File: src/rtl/ram_16x8_pkg.sv
// Shared constants and types for the 16x8 RAM burst controller.
// Used by the controller, its interfaces and the RAM model.
package ram_16x8_pkg;

   localparam int ADDR_W = 4;
   localparam int DATA_W = 8;
   localparam int DEPTH  = 1 << ADDR_W;

   typedef logic [ADDR_W-1:0] addr_t;
   typedef logic [DATA_W-1:0] data_t;
   typedef logic [ADDR_W:0]   cnt_t;

   typedef enum logic [1:0] {
      OP_READ  = 2'b00,
      OP_WRITE = 2'b01,
      OP_CLEAR = 2'b10,
      OP_NOP   = 2'b11
   } op_t;

   typedef enum logic [1:0] {
      S_IDLE  = 2'b00,
      S_WRITE = 2'b01,
      S_CLEAR = 2'b10,
      S_READ  = 2'b11
   } state_t;

endpackage

File: src/rtl/ram_16x8_ctrl_if.sv
// Front-end command/stream bundle and RAM-side strobe bundle.
// master drives requests, slave answers them.
interface ram_16x8_ctrl_if;
   import ram_16x8_pkg::*;

   logic       cmd_valid;
   logic       cmd_ready;
   logic [1:0] cmd_op;
   addr_t      cmd_addr;
   addr_t      cmd_len;
   logic       wr_valid;
   logic       wr_ready;
   data_t      wr_data;
   logic       rd_valid;
   logic       rd_ready;
   data_t      rd_data;
   logic       busy;
   logic       done;

   modport master (
      output cmd_valid, cmd_op, cmd_addr, cmd_len,
      output wr_valid, wr_data, rd_ready,
      input  cmd_ready, wr_ready, rd_valid, rd_data,
      input  busy, done
   );

   modport slave (
      input  cmd_valid, cmd_op, cmd_addr, cmd_len,
      input  wr_valid, wr_data, rd_ready,
      output cmd_ready, wr_ready, rd_valid, rd_data,
      output busy, done
   );

endinterface

interface ram_16x8_mem_if;
   import ram_16x8_pkg::*;

   logic  we;
   logic  re;
   addr_t addr;
   data_t din;
   data_t dout;

   modport master (
      output we, re, addr, din,
      input  dout
   );

   modport slave (
      input  we, re, addr, din,
      output dout
   );

endinterface

File: src/rtl/ram_16x8_ctrl.sv
// Burst initiator for the 16x8 RAM: write, read and clear bursts
// of 1..16 beats with wrapping addresses and read backpressure.
module ram_16x8_ctrl
   import ram_16x8_pkg::*;
(
   input  logic           clk,
   input  logic           rst,
   ram_16x8_ctrl_if.slave bus,
   ram_16x8_mem_if.master mem
);

   state_t r_state;
   addr_t  r_cur_addr;
   addr_t  r_remain;
   cnt_t   r_iss_cnt;
   logic   r_rd_valid;
   logic   r_done;

   logic   w_idle;
   logic   w_iss_left;
   logic   w_re;
   logic   w_we;
   logic   w_wr_hs;
   logic   w_rd_hs;
   logic   w_last;

   assign w_idle     = (r_state == S_IDLE);
   assign w_iss_left = (r_iss_cnt != '0);
   assign w_last     = (r_remain == '0);
   assign w_rd_hs    = r_rd_valid && bus.rd_ready;
   assign w_wr_hs    = (r_state == S_WRITE) && bus.wr_valid;
   assign w_we       = w_wr_hs || (r_state == S_CLEAR);

   // Issue only when the output slot is free or drains this cycle.
   assign w_re = (r_state == S_READ) && w_iss_left &&
                 (!r_rd_valid || bus.rd_ready);

   assign bus.cmd_ready = w_idle;
   assign bus.wr_ready  = (r_state == S_WRITE);
   assign bus.rd_valid  = r_rd_valid;
   assign bus.rd_data   = mem.dout;
   assign bus.busy      = !w_idle;
   assign bus.done      = r_done;

   assign mem.we   = w_we;
   assign mem.re   = w_re;
   assign mem.addr = r_cur_addr;
   assign mem.din  = (r_state == S_WRITE) ? bus.wr_data : '0;

   always_ff @(posedge clk) begin
      if (rst) begin
         r_state    <= S_IDLE;
         r_cur_addr <= '0;
         r_remain   <= '0;
         r_iss_cnt  <= '0;
         r_rd_valid <= 1'b0;
         r_done     <= 1'b0;
      end else begin
         r_done <= 1'b0;
         unique case (r_state)
            S_IDLE: begin
               if (bus.cmd_valid) begin
                  r_cur_addr <= bus.cmd_addr;
                  r_remain   <= bus.cmd_len;
                  unique case (op_t'(bus.cmd_op))
                     OP_READ: begin
                        r_state    <= S_READ;
                        r_iss_cnt  <= {1'b0, bus.cmd_len} + cnt_t'(1);
                        r_rd_valid <= 1'b0;
                     end
                     OP_WRITE: r_state <= S_WRITE;
                     OP_CLEAR: r_state <= S_CLEAR;
                     OP_NOP:   r_done  <= 1'b1;
                  endcase
               end
            end
            S_WRITE: begin
               if (w_wr_hs) begin
                  r_cur_addr <= r_cur_addr + addr_t'(1);
                  r_remain   <= r_remain - addr_t'(1);
                  if (w_last) begin
                     r_state <= S_IDLE;
                     r_done  <= 1'b1;
                  end
               end
            end
            S_CLEAR: begin
               r_cur_addr <= r_cur_addr + addr_t'(1);
               r_remain   <= r_remain - addr_t'(1);
               if (w_last) begin
                  r_state <= S_IDLE;
                  r_done  <= 1'b1;
               end
            end
            S_READ: begin
               if (w_re) begin
                  r_cur_addr <= r_cur_addr + addr_t'(1);
                  r_iss_cnt  <= r_iss_cnt - cnt_t'(1);
               end
               r_rd_valid <= w_re || (r_rd_valid && !bus.rd_ready);
               if (w_rd_hs) begin
                  r_remain <= r_remain - addr_t'(1);
                  if (w_last) begin
                     r_state <= S_IDLE;
                     r_done  <= 1'b1;
                  end
               end
            end
         endcase
      end
   end

endmodule
File: src/flat_wrapper.sv
// flat-port wrapper written by rule: the top's interface ports become plain ports
module ram_16x8_ctrl_flat import ram_16x8_pkg::*;
  (clk, rst, bus_cmd_valid, bus_cmd_op, bus_cmd_addr, bus_cmd_len, bus_wr_valid, bus_wr_data, bus_rd_ready, bus_cmd_ready, bus_wr_ready, bus_rd_valid, bus_rd_data, bus_busy, bus_done, mem_we, mem_re, mem_addr, mem_din, mem_dout);
  ram_16x8_ctrl_if bus_i ();
  ram_16x8_mem_if mem_i ();
  input  logic clk;
  input  logic rst;
  input wire logic [$bits(bus_i.cmd_valid)-1:0] bus_cmd_valid;
  input wire logic [$bits(bus_i.cmd_op)-1:0] bus_cmd_op;
  input wire logic [$bits(bus_i.cmd_addr)-1:0] bus_cmd_addr;
  input wire logic [$bits(bus_i.cmd_len)-1:0] bus_cmd_len;
  input wire logic [$bits(bus_i.wr_valid)-1:0] bus_wr_valid;
  input wire logic [$bits(bus_i.wr_data)-1:0] bus_wr_data;
  input wire logic [$bits(bus_i.rd_ready)-1:0] bus_rd_ready;
  output wire logic [$bits(bus_i.cmd_ready)-1:0] bus_cmd_ready;
  output wire logic [$bits(bus_i.wr_ready)-1:0] bus_wr_ready;
  output wire logic [$bits(bus_i.rd_valid)-1:0] bus_rd_valid;
  output wire logic [$bits(bus_i.rd_data)-1:0] bus_rd_data;
  output wire logic [$bits(bus_i.busy)-1:0] bus_busy;
  output wire logic [$bits(bus_i.done)-1:0] bus_done;
  output wire logic [$bits(mem_i.we)-1:0] mem_we;
  output wire logic [$bits(mem_i.re)-1:0] mem_re;
  output wire logic [$bits(mem_i.addr)-1:0] mem_addr;
  output wire logic [$bits(mem_i.din)-1:0] mem_din;
  input wire logic [$bits(mem_i.dout)-1:0] mem_dout;
  assign bus_i.cmd_valid = bus_cmd_valid;
  assign bus_i.cmd_op = bus_cmd_op;
  assign bus_i.cmd_addr = bus_cmd_addr;
  assign bus_i.cmd_len = bus_cmd_len;
  assign bus_i.wr_valid = bus_wr_valid;
  assign bus_i.wr_data = bus_wr_data;
  assign bus_i.rd_ready = bus_rd_ready;
  assign bus_cmd_ready = bus_i.cmd_ready;
  assign bus_wr_ready = bus_i.wr_ready;
  assign bus_rd_valid = bus_i.rd_valid;
  assign bus_rd_data = bus_i.rd_data;
  assign bus_busy = bus_i.busy;
  assign bus_done = bus_i.done;
  assign mem_we = mem_i.we;
  assign mem_re = mem_i.re;
  assign mem_addr = mem_i.addr;
  assign mem_din = mem_i.din;
  assign mem_i.dout = mem_dout;
  ram_16x8_ctrl u_core (.clk(clk), .rst(rst), .bus(bus_i), .mem(mem_i));
endmodule
File: config.mk
export PLATFORM = sky130hd
export DESIGN_NAME = ram_16x8_ctrl_flat
export DESIGN_NICKNAME = d
export VERILOG_FILES = /design/src/rtl/ram_16x8_pkg.sv /design/src/rtl/ram_16x8_ctrl_if.sv /design/src/rtl/ram_16x8_ctrl.sv /design/src/flat_wrapper.sv
export SDC_FILE = /design/constraint.sdc
export NUM_CORES = 1
export LEC_CHECK = 0
export CAP_MARGIN = 20
export CORE_MARGIN = 3
export CORE_UTILIZATION = 41
export DETAILED_ROUTE_END_ITERATION = 6
export GPL_TIMING_DRIVEN = 0
export PLACE_DENSITY = 0.88
export SYNTH_ARGS = -nofsm -noshare
export SYNTH_HDL_FRONTEND = slang
export SYNTH_SLANG_ARGS = --single-unit
export TNS_END_PERCENT = 5
File: constraint.sdc
create_clock -name clk -period 1.8 [get_ports clk]
set_input_delay 0.45 -clock clk [delete_from_list [all_inputs] [get_ports clk]]
set_output_delay 0.45 -clock clk [all_outputs]
set_load 0.005 [all_outputs]
# Word-level counts from Yosys, hierarchy flattened

Index checks and enable logic that the tools add are counted.

Input bits: 31
Latch bits: 0
Bits in writable memories: 0
Memories: 0
Logic and storage cells: 71
Register bits: 17
ROM bits: 0

$mul: 0
Reductions and logical operators: 21
Eq/ne operators: 12
Bitwise gates (word level): 0
$add $sub $neg: 4
Shift-type cells: 0
Divide/modulo/power cells: 0
$lt $le $gt $ge: 0
Muxes and demuxes: 28

Operator list:

| kind                                                               | count |
|---|---|
| 4-bit one-hot mux with 4 select lines                              | 2 |
| 4-bit two-way mux                                                  | 6 |
| 5-bit two-way mux                                                  | 3 |
| 5-bit one-hot mux with 2 select lines                              | 1 |
| 3-bit AND reduction                                                | 3 |
| 2-bit == test, second input constant                               | 4 |
| 2-bit two-way mux                                                  | 4 |
| 8-bit two-way mux                                                  | 1 |
| 2-bit one-hot mux with 4 select lines                              | 1 |
| 4-bit AND reduction                                                | 2 |
| 1-bit two-way mux                                                  | 7 |
| 2-bit by 1-bit != test with 1-bit output, second input constant    | 3 |
| 2-bit one-hot mux with 3 select lines                              | 1 |
| 4-bit by 1-bit adder with 5-bit output, second input constant      | 1 |
| 1-bit logical AND                                                  | 5 |
| 5-bit nonzero test                                                 | 1 |
| 5-bit by 1-bit subtractor with 5-bit output, second input constant | 1 |
| 4-bit by 1-bit adder with 4-bit output, second input constant      | 1 |
| 2-bit by 1-bit == test with 1-bit output, second input constant    | 2 |
| 2-bit logical NOT                                                  | 2 |
| 4-bit logical NOT                                                  | 1 |
| 2-bit != test, second input constant                               | 2 |
| 4-bit != test, second input constant                               | 1 |
| 1-bit one-hot mux with 4 select lines                              | 1 |
| other kinds (5)                                                    | 9 |

# Depth between registers and ports, before layout

Depth in word-level cells: 5
Depth in mapped cells: 7
Depth with buffers taken out: 6

# Least setup slack after synthesis

No wires, ideal clock.

Path kind: register to output
From: reg u_core.r_iss_cnt[0]
To: out mem_re
Path slack: 0.077 ns
Arrival time: 1.273 ns
Cell stages (with the launch flop): 6
Buffers on the path: 0
Cells stage by stage: dfxtp_1 > inv_1 > ha_1 > or4b_4 > nand3_1 > inv_1

Longest elaborated chain between the ends: 3

RTL lines:

| what                           | line                | RTL |
|---|---|---|
| start, declared                | ram_16x8_ctrl.sv:15 | `cnt_t r_iss_cnt;` |
| start signal, assigned         | ram_16x8_ctrl.sv:68 | `r_iss_cnt <= {1'b0, bus.cmd_len} + cnt_t'(1);` |
| start signal, assigned         | ram_16x8_ctrl.sv:98 | `r_iss_cnt <= r_iss_cnt - cnt_t'(1);` |
| 5-bit nonzero test             | ram_16x8_ctrl.sv:28 | `assign w_iss_left = (r_iss_cnt != '0);` |
| 1-bit logical AND (2 in a row) | ram_16x8_ctrl.sv:35 | `assign w_re = (r_state == S_READ) && w_iss_left &&` |
| end, declared                  | flat_wrapper.sv:22  | `output wire logic [$bits(mem_i.re)-1:0] mem_re;` |

No other way between the ends.

# Worst setup path after layout

From: reg u_core.r_iss_cnt[1]
To: out mem_re

The elaborated chain is that of the path after synthesis.

==> results.sh <==
export IMPL_power_density_nw_per_um2=1033
export IMPL_ant_nets=0
export IMPL_violations="setup timing"
export IMPL_grt_setup_unrepaired="yes"
export IMPL_fin_nets=265
export IMPL_hp_class="register to register"
export IMPL_gp_congestion=0.8534
export IMPL_clockRootBuffer="clkbuf_4"
export IMPL_io_pins=58
export IMPL_synthesis_area_um2=1265
export IMPL_max_slew_margin_rel=0.6306
export IMPL_vias=1509
export IMPL_fmax_mhz=503.1
export IMPL_overflow=0
export IMPL_synth_ff_latch_count=17
export IMPL_finalSetupViolCount=3
export IMPL_grt_pass1_vias=1349
export IMPL_drt_total_wl_um=3919
export IMPL_viasPerCell=5.804
export IMPL_areaGrowthSynthToFinish_pct=57.86
export IMPL_post_route_period_util=1.104
export IMPL_reg2reg_slack_ps=20
export IMPL_pre_cts_slack_ps=-541.1
export IMPL_drcViolationCount=0
export IMPL_synthCells=162
export IMPL_drtPass1Iterations=4
export IMPL_start_kind="register"
export IMPL_cts_tree="done"
export IMPL_dp_hpwl_um=2631
export IMPL_drv_cap=0
export IMPL_reg2reg_depth=7
export IMPL_r2r_end="u_core.r_state[0]$_SDFFE_PP0P_"
export IMPL_ys_types=49
export IMPL_die_y_um=61.55
export IMPL_status="finished, violations left"
export IMPL_path_class="register to output pin"
export IMPL_whs_endpoint="u_core.r_iss_cnt[4]$_SDFFE_PP0P_"
export IMPL_async_reset_ff_frac=0
export IMPL_holdPathStages=2
export IMPL_antenna_cells=0
export IMPL_clk_path_buf_depth=2
export IMPL_final_core_util=0.7000
export IMPL_htreeDepth=1
export IMPL_portBuffers=48
export IMPL_r2r_start="u_core.r_state[1]$_SDFFE_PP0P_"
export IMPL_crit_required_ps=1350
export IMPL_initial_core_util=0.4434
export IMPL_cts_hold_buffers=0
export IMPL_track_usage=0.2045
export IMPL_worst_pin_slew_ps=554.1
export IMPL_final_setup_worst_slack_ps=-187.7
export IMPL_cp_arrival_ps=1540
export IMPL_synth_seq_area_share=0.2690
export IMPL_coreArea_um2=2853
export IMPL_final_common_cell="clkdlybuf4s50_1"
export IMPL_synth_nets=197
export IMPL_cts_made_buffers=3
export IMPL_skew_ps=1.726
export IMPL_final_cell_mix="clkdlybuf4s50_1, buf_4, nand2_1"
export IMPL_drive_gt1_frac=0.3188
export IMPL_grt_pass1_wl_um=5830
export IMPL_synth_warnings=0
export IMPL_wire_per_inst_um=15.07
export IMPL_path_max_fanout=2
export IMPL_antenna_found_initial=0
export IMPL_synth_ff_type="dfxtp_1"
export IMPL_endpoint_kind="output pin"
export IMPL_synth_edf_count=0
export IMPL_syn_area_per_cell_um2=7.808
export IMPL_grt_max_degree=11
export IMPL_slew_viol_final=0
export IMPL_die_w_um=61.55
export IMPL_cts_num_sinks=17
export IMPL_power_leakage_nw=0.8157
export IMPL_clk_latency_ps=290
export IMPL_fp_row_count=19
export IMPL_drtIter0Drc=76
export IMPL_min_period_ps=1988
export IMPL_hold_viol=0
export IMPL_peakVddDrop_mv=0.7520
export IMPL_dieArea_um2=3788
export IMPL_clk_pin_slew_worst_paths_ps=110
export IMPL_min_from="u_core.r_iss_cnt[4]$_SDFFE_PP0P_"
==> stage by stage <==
step	TNS [ps]	power, W	area [um2]	hold WS, ps	instances
4_1_cts	-606.1	0.002003	1976	478.8	260
6_report	-237.4	0.002062	1997	491.8	260
3_3_place_gp	-5717	0.001583	1784	462.1	241
2_1_floorplan	0	0.001206	1265	439.8	162
5_1_grt	-648.7	0.002203	1997	530.6	260
3_5_place_dp	-6117	0.001614	1784	463.6	241
==> sequential cells by signal (all words and copies together), names as in the netlist <==
name and flops:
u_core.bus.done 1, u_core.bus.rd_valid 1, u_core.mem.addr 4, u_core.r_iss_cnt 5
u_core.r_remain 4, u_core.r_state 2
==> cells by family (layout without fill, tap and decap cells) <==
group | after synthesis | after routing | synth area share
AOI/OAI and AO/OA | 51 | 51 | 0.2987
xor gates and xnor gates | 2 | 2 | 0.01385
adders and majority gates | 4 | 4 | 0.03957
buffers and inverters | 29 | 96 | 0.1236
DFF | 17 | 17 | 0.2690
muxes | 1 | 1 | 0.008901
and+or+nand+nor | 58 | 58 | 0.2463
==> cells in the mapped netlist (3+ instances only) <==
library cell / n / share of area
a21oi_1: 14 / 0.055
a221oi_1: 3 / 0.021
a31oi_1: 4 / 0.020
and2_1: 10 / 0.049
buf_4: 8 / 0.047
clkbuf_1: 3 / 0.0089
dfxtp_1: 17 / 0.27
ha_1: 4 / 0.040
inv_1: 12 / 0.036
nand2_1: 16 / 0.047
nand3_1: 5 / 0.020
nor2_1: 10 / 0.030
nor3_1: 3 / 0.012
o21ai_0: 3 / 0.012
o32ai_1: 5 / 0.035
==> worst max path at each step <==
stage	cells past startpoint	startpoint	end	slack (ps)
after floorplan	5	u_core.r_iss_cnt[0]$_SDFFE_PP0P_	mem_re	80
after global placement	5	bus_rd_ready	mem_re	-560
after detailed placement	5	bus_rd_ready	mem_re	-540
after CTS	4	u_core.r_state[1]$_SDFFE_PP0P_	bus_cmd_ready	-170
after global routing	6	u_core.r_iss_cnt[1]$_SDFFE_PP0P_	mem_re	-240
final	6	u_core.r_iss_cnt[1]$_SDFFE_PP0P_	mem_re	-190
==> timing repair <==
action	4_1_cts	5_1_grt
setup buffers	14	0
pin swaps	4	3
gates cloned	1	0
endpoints found under the setup margin	18	21
resized for setup	65	18
==> critical path, stage by stage, from the launching register on <==
cell     delay, ps
dfxtp_2        340
inv_2           70
ha_4           130
or4b_4         480
nand3_4         80
inv_2           30
buf_6          100
==> layer usage <==
metal | GRT usage | routed length (um)
met1 | 0.2465 | 1578
met2 | 0.3662 | 1936
met3 | 0.03564 | 338
met4 | 0.06364 | 67
met5 | 0 | 0
==> report_power, final <==
| part | total (W) | switching, W | internal (W) |
|---|---|---|---|
| registers | 0.000590 | 0.000104 | 0.000485 |
| logic | 0.00126 | 0.000567 | 0.000693 |
| clock network | 0.000212 | 0.000129 | 0.0000827 |
| total | 0.00206 | 0.000800 | 0.00126 |
==> layout make-up <==
cell class                 count  area, um2
timing repair buffer          63      563.0
clock buffer                   3      22.52
tap                           31      38.79
sequential                    17      344.1
buffer                        16      141.4
multi-input combinational    116      833.3
clock inverter                 1      5.005
inverter                      13      48.80
fill                         225      855.8
(Power assumes the default switching activity.)
